## src/rtl/clk_int_div_glitch_free.sv

```systemverilog
// Glitch-free integer clock divider: bypass for N<2, 50% duty for even and odd N,
// with a handshaked divisor change that gates clk_o low around the switch.

module tc_clk_and2 (
  input  logic clk0_i,
  input  logic clk1_i,
  output logic clk_o
);
  assign clk_o = clk0_i & clk1_i;
endmodule

module tc_clk_mux2 (
  input  logic clk0_i,
  input  logic clk1_i,
  input  logic clk_sel_i,
  output logic clk_o
);
  assign clk_o = clk_sel_i ? clk1_i : clk0_i;
endmodule

module tc_clk_gating (
  input  logic clk_i,
  input  logic en_i,
  input  logic test_en_i,
  output logic clk_o
);
  logic en_latch;

  // Enable only passes while the clock is low, so the output never chops a high phase.
  always_latch begin
    if (!clk_i) en_latch <= en_i | test_en_i;
  end

  assign clk_o = clk_i & en_latch;
endmodule

module clk_int_div_glitch_free #(
  parameter int unsigned DIV_WIDTH   = 4,
  parameter int unsigned DEFAULT_DIV = 1,
  parameter int unsigned GATE_CYCLES = 2
) (
  input  logic                 clk_i,
  input  logic                 rst_i,
  input  logic                 en_i,
  input  logic                 test_mode_en_i,
  input  logic [DIV_WIDTH-1:0] div_i,
  input  logic                 div_valid_i,
  output logic                 div_ready_o,
  output logic                 clk_o,
  output logic [DIV_WIDTH-1:0] cycl_count_o
);
  localparam int unsigned GW = (GATE_CYCLES > 1) ? $clog2(GATE_CYCLES) : 1;

  typedef enum logic [1:0] {RUN, WAIT_END, GATE, APPLY} state_e;

  state_e               state_q;
  logic [DIV_WIDTH-1:0] div_q, div_pend_q, cnt_q, cnt_d, half;
  logic [GW-1:0]        gcnt_q;
  logic                 ready_q, sw_gate_q, en_gate_q, stopped_q;
  logic                 t_pos_q, t_pos_d, t_neg_q;
  logic                 bypass, at_end, stop_now, cnt_clr;
  logic                 div_odd_clk, div_clk, mux_clk, gated_clk, gate_en;

  assign bypass   = div_q < DIV_WIDTH'(2);
  assign half     = div_q >> 1;
  assign at_end   = !bypass && (cnt_q == div_q - 1'b1);
  assign stop_now = !stopped_q && !en_i && (bypass || at_end);
  // Counter and t_pos are held at zero whenever the divided clock must stay low.
  assign cnt_clr  = bypass || stopped_q || stop_now || (state_q == GATE) || (state_q == APPLY);

  always_comb begin
    cnt_d   = cnt_q + 1'b1;
    t_pos_d = 1'b0;
    if (cnt_clr) begin
      cnt_d = '0;
    end else begin
      if (at_end) cnt_d = '0;
      t_pos_d = div_q[0] ? (cnt_q <= half) : (cnt_q < half);
    end
  end

  always_ff @(posedge clk_i) begin
    if (rst_i) begin
      state_q    <= RUN;
      div_q      <= DIV_WIDTH'(DEFAULT_DIV);
      div_pend_q <= '0;
      cnt_q      <= '0;
      gcnt_q     <= '0;
      t_pos_q    <= 1'b0;
      ready_q    <= 1'b0;
      sw_gate_q  <= 1'b1;
      en_gate_q  <= 1'b0;
      stopped_q  <= 1'b1;
    end else begin
      cnt_q   <= cnt_d;
      t_pos_q <= t_pos_d;

      if (stopped_q) begin
        if (en_i) begin
          stopped_q <= 1'b0;
          en_gate_q <= 1'b1;
        end
      end else if (stop_now) begin
        stopped_q <= 1'b1;
        en_gate_q <= 1'b0;
      end

      case (state_q)
        RUN: begin
          if (div_valid_i && ready_q) begin
            div_pend_q <= div_i;
            ready_q    <= 1'b0;
            state_q    <= WAIT_END;
          end else begin
            ready_q <= 1'b1;
          end
        end
        WAIT_END: begin
          if (div_pend_q == div_q) begin
            ready_q <= 1'b1;
            state_q <= RUN;
          end else if (bypass || stopped_q || at_end) begin
            sw_gate_q <= 1'b0;
            gcnt_q    <= '0;
            state_q   <= GATE;
          end
        end
        GATE: begin
          if (gcnt_q == GW'(GATE_CYCLES - 1)) begin
            div_q   <= div_pend_q;
            state_q <= APPLY;
          end else begin
            gcnt_q <= gcnt_q + 1'b1;
          end
        end
        default: begin
          // Gate reopens one cycle after the mux moved, while the new source is still low.
          sw_gate_q <= 1'b1;
          ready_q   <= 1'b1;
          state_q   <= RUN;
        end
      endcase
    end
  end

  always_ff @(negedge clk_i) begin
    if (rst_i) t_neg_q <= 1'b0;
    else       t_neg_q <= t_pos_q;
  end

  assign gate_en = sw_gate_q & en_gate_q;

  tc_clk_and2 u_and_odd (
    .clk0_i (t_pos_q),
    .clk1_i (t_neg_q),
    .clk_o  (div_odd_clk)
  );

  tc_clk_mux2 u_mux_parity (
    .clk0_i    (t_pos_q),
    .clk1_i    (div_odd_clk),
    .clk_sel_i (div_q[0]),
    .clk_o     (div_clk)
  );

  tc_clk_mux2 u_mux_mode (
    .clk0_i    (div_clk),
    .clk1_i    (clk_i),
    .clk_sel_i (bypass),
    .clk_o     (mux_clk)
  );

  tc_clk_gating u_gate (
    .clk_i     (mux_clk),
    .en_i      (gate_en),
    .test_en_i (1'b0),
    .clk_o     (gated_clk)
  );

  tc_clk_mux2 u_mux_test (
    .clk0_i    (gated_clk),
    .clk1_i    (clk_i),
    .clk_sel_i (test_mode_en_i),
    .clk_o     (clk_o)
  );

  assign div_ready_o  = ready_q;
  assign cycl_count_o = cnt_q;
endmodule

```

## config.mk

```make
export PLATFORM = sky130hd
export DESIGN_NAME = clk_int_div_glitch_free
export DESIGN_NICKNAME = d
export VERILOG_FILES = /design/src/rtl/clk_int_div_glitch_free.sv
export SDC_FILE = /design/constraint.sdc
export NUM_CORES = 1
export LEC_CHECK = 0
export CAP_MARGIN = 15
export CORE_ASPECT_RATIO = 1.25
export CORE_MARGIN = 4
export CORE_UTILIZATION = 54
export CTS_CLUSTER_SIZE = 8
export DETAILED_ROUTE_END_ITERATION = 12
export GPL_ROUTABILITY_DRIVEN = 0
export PLACE_DENSITY = 0.78
export SETUP_SLACK_MARGIN = 0.15
export SKIP_LAST_GASP = 1
export SYNTH_ARGS = -nofsm -noshare
export SYNTH_HDL_FRONTEND = slang
export SYNTH_SLANG_ARGS = --single-unit
```

## constraint.sdc

```tcl
create_clock -name clk_i -period 2.2 [get_ports clk_i]
set_input_delay 0.44 -clock clk_i [delete_from_list [all_inputs] [get_ports clk_i]]
set_output_delay 0.44 -clock clk_i [all_outputs]
set_load 0.02 [all_outputs]
```

Word-level counts from Yosys, hierarchy flattened

Index checks and enable logic that the tools add are counted.

$lt $le $gt $ge: 3
Add/sub/neg operators: 3
Reductions and logical operators: 26
Equal/unequal tests: 12
Bitwise operators: 5
Muxes and demuxes: 24

Operators by type and width:

| operator              | count |
|---|---|
| $mux W1               | 16 |
| $ne A2 B2 Y1 const B  | 6 |
| $reduce_and A3 Y1     | 3 |
| $eq A4 B4 Y1          | 2 |
| $mux W2               | 4 |
| $reduce_and A2 Y1     | 4 |
| $logic_or A1 B1 Y1    | 6 |
| $pmux W2 S3           | 1 |
| $add A4 B1 Y4 const B | 1 |
| $eq A2 B2 Y1 const B  | 2 |
| $le A4 B3 Y1          | 1 |
| $logic_and A1 B1 Y1   | 4 |
| $lt A4 B2 Y1 const B  | 1 |
| $lt A4 B3 Y1          | 1 |
| $pmux W1 S2           | 2 |
| $reduce_bool A2 Y1    | 2 |
| $reduce_or A2 Y1      | 2 |
| $sub A4 B1 Y4 const B | 1 |
| $and A1 B1 Y1         | 3 |
| $logic_not A1 Y1      | 3 |
| $ne A3 B3 Y1 const B  | 1 |
| $pmux W1 S3           | 1 |
| $reduce_or A3 Y1      | 1 |
| $eq A2 B1 Y1 const B  | 1 |
| other kinds (3)       | 4 |

Output and inout bits: 6
Bits in latches: 1
Bits of input ports: 9
Word-level logic and storage cells: 85
Bits in registers: 21

Longest topological paths before layout

Depth in word-level cells: 9
Gate-level depth with buffers: 9
Gate-level depth less buffers: 7

Modules after synthesis

A second synthesis with hierarchy kept.

Cell total of the unflattened synthesis: 143
Area, all modules: 1247.4 um^2

Modules (own cells, without submodules):

| module                  | sequential area each (um^2) | cells an instance | area each (um^2) | times used |
|---|---|---|---|---|
| clk_int_div_glitch_free | 420.4                       | 136               | 1168.6           | 1 |
| tc_clk_mux2             | 0.0                         | 1                 | 15.0             | 3 |
| tc_clk_gating           | 0.0                         | 3                 | 27.5             | 1 |
| tc_clk_and2             | 0.0                         | 1                 | 6.3              | 1 |

==> run_results.csv <==
group,metric,value,unit
drt,routed_wl,3210,um
status,status,"finished, violations left",
drt,antenna_left,0,
final_layout,fin_util,0.768,
worst_setup_path,reg2reg_from,"div_q[1]",
logic_synthesis,ys_ff_latch,22,
logic_synthesis,yosysWarnings,0,
worst_setup_path,critical_path.max_fanout,2,
final_layout,nNetsFinal,198,
floorplan,rows,19,
logic_synthesis,async_reset_ff_frac,0,
floorplan,dieWidth,50.5,um
place,preCtsSetupSlack,-0.653,ns
final_layout,drive_above_1_share,0.302,
logic_synthesis,syn_area,1220,um^2
floorplan,dieArea,3090,um^2
floorplan,die_h,61.2,um
logic_synthesis,syn_inst,138,
floorplan,initial_utilization,0.558,
timing,fin_skew,0.180,ns
final_layout,stdcell_count,210,
drt,drc_errors,0,
place,dp.cells,184,
pwr,p_clk_frac,0.525,
logic_synthesis,ys.flop_type,"dfxtp_1",
clock_network,clkTransAtPathRegs,0.11,ns
timing,worstMarginPinSlew,0.525,ns
worst_setup_path,rrSetupSlack,0.26,ns
worst_setup_path,crit_path_start_kind,"flip-flop",
drt,firstDrtPassIters,4,
worst_setup_path,crit_arrival,3.05,ns
place,io_buffers,14,
final_layout,design_area,1680,um^2
pwr,powerDensity,1070,nW/um^2
timing,setup_viol,5,
place,hpwl,1880,um
drt,viasPerCell,5.53,
pwr,irDropWorstVdd,0.862,mV
final_layout,layout_common_cells,"20 x clkbuf_4, 13 x dfxtp_1, 11 x inv_1, 11 x nor2_1",
pwr,p_leak,0.773,nW
timing,holdWs,-0.199,ns
logic_synthesis,syn-num-nets,156,
logic_synthesis,synth_edf_count,0,
pwr,switchingPower,0.619,mW
timing,worst_slack,-1.29,ns
worst_setup_path,path_class,"flip-flop to output port",
min_path,worstHoldStart,"div_q[1]",
min_path,whs_path_depth,1,
place,dpl_cell_area,1430,um^2
pwr,p_int,1.18,mW
clock_network,cts_tree,"built",
timing,rsz0062_at_grt,"true",
global_routing,track_usage,0.245,
global_routing,antenna_found_initial,0,
timing,fin_tns_setup,-1.32,ns
global_routing,grt_pass1_wl,5710,um
global_routing,overflow,0,
worst_setup_path,critPathCaptureType,"output port",
drt,wl_per_cell,15.3,um
pwr,swShare,0.344,
final_layout,antennaDiodeCount,0,
logic_synthesis,synthDistinctLibCells,43,
min_path,hold_class,"flip-flop to clock gate",
worst_setup_path,r2r-end,"gcnt_q",
final_layout,layout_commonest_cell,"clkbuf_4",
pwr,seqPwrFrac,0.268,
floorplan,io_pins,15,
global_routing,grt_max_degree,21,
timing,slew_headroom,0.647,
job,maxCapViolCount,0,
worst_setup_path,crit_required,1.76,ns
timing,final_hold_viol_count,1,
final_layout,syn2layout_area_growth,37.6,%
drt,drt-initial-drc-count,129,
floorplan,core_region_area,2190,um^2
global_routing,grt_pass1_vias,1327,
status,violations,"hold timing, setup timing",
clock_network,clk_latency,0.93,ns
worst_setup_path,r2r_cells,8,
logic_synthesis,avgSynthCellArea,8.85,um^2
drt,vias,1161,
timing,finalMaxSlewViolations,0,
pwr,p_comb_frac,0.207,
-- per-layer routing --
metal	vias up	global-route usage	share of wire	routed length [um]
li1	560	-	-	-
met1	522	0.244	0.37	1170
met2	59	0.345	0.51	1630
met3	20	0.160	0.072	232
met4	0	0.235	0.054	172
met5	-	0	0	0
-- worst max-delay path, cell delays in order (launching register included) --
cell     delay, ns
dfxtp_2       0.32
o21ai_2       0.05
o21ai_2       0.16
buf_4         0.15
buf_8         0.09
nand2_4       0.04
o21ai_4       0.15
buf_6         0.14
-- flip-flops by register name, summed over array words and instances (netlist names), 2 cells and up --
register / cells
cycl_count_o: 4
state_q: 2
div_q: 4
div_pend_q: 4
-- final cells by class --
class                      instances  area, um^2
multi-input combinational        100         773
inverter                          10        37.5
timing repair buffer              20         176
fill                             168         507
sequential                        22         447
clock inverter                     2        8.76
tap                               31        38.8
clock buffer                      25         199
-- cells by family after synthesis --
group,share of synthesized area
latches,0.0123
buffers and inverters,0.0563
XOR/XNOR,0.0902
multiplexers,0.0492
adder cells (fa/ha/maj),0.0922
flip-flops,0.344
AO/OA/AOI/OAI,0.147
AND/OR/NAND/NOR,0.209
-- power by group through the flow --
stage          sequential (mW)  clock, mW  combinational, mW
2_1_floorplan            0.487     0.0683              0.265
3_3_place_gp             0.484     0.0889              0.347
3_5_place_dp             0.489     0.0889              0.359
4_1_cts                  0.482      0.880              0.362
5_1_grt                  0.489       1.02              0.430
6_report                 0.482      0.945              0.373
-- Yosys cell counts (2+ instances only) --
library cell	instances	share of area
xnor2_1	7	0.050
nor2_1	11	0.034
nand3_1	7	0.029
a21oi_1	7	0.029
mux2i_1	6	0.049
nor3_1	4	0.016
a21o_1	2	0.012
clkbuf_1	2	0.0061
o21ai_0	3	0.012
and3_1	2	0.010
nand2_1	11	0.034
a211o_1	2	0.014
nor2b_1	3	0.015
ha_1	9	0.092
or2_1	2	0.010
inv_1	11	0.034
dfxtp_1	21	0.34
xor2_1	3	0.022
-- worst max path at each step --
stage | from | to | slack, ns | cells after the start
after floorplan | t_neg_q | clk_o | -0.12 | 4
after global placement | t_neg_q | clk_o | -0.64 | 5
after detailed placement | t_neg_q | clk_o | -0.65 | 5
after CTS | t_neg_q | clk_o | -1.32 | 7
after global routing | t_neg_q | clk_o | -1.36 | 7
final | t_neg_q | clk_o | -1.29 | 7
-- metrics by stage --
stage               total power [mW]  hold slack (ns)
finish                          1.80           -0.199
global route                    1.94           -0.165
CTS                             1.72           -0.175
detailed placement             0.937           -0.723
global placement               0.921           -0.731
floorplan                      0.820           -0.634
-- timing repair --
item / in CTS / in global routing
hold endpoints to repair: 1 / 1
pin swaps: 4 / 4
endpoints found under the setup margin: 12 / 13
gates resized for setup: 18 / 15
buffers inserted: 1 / 2
Power figures use the tool's default switching activity.
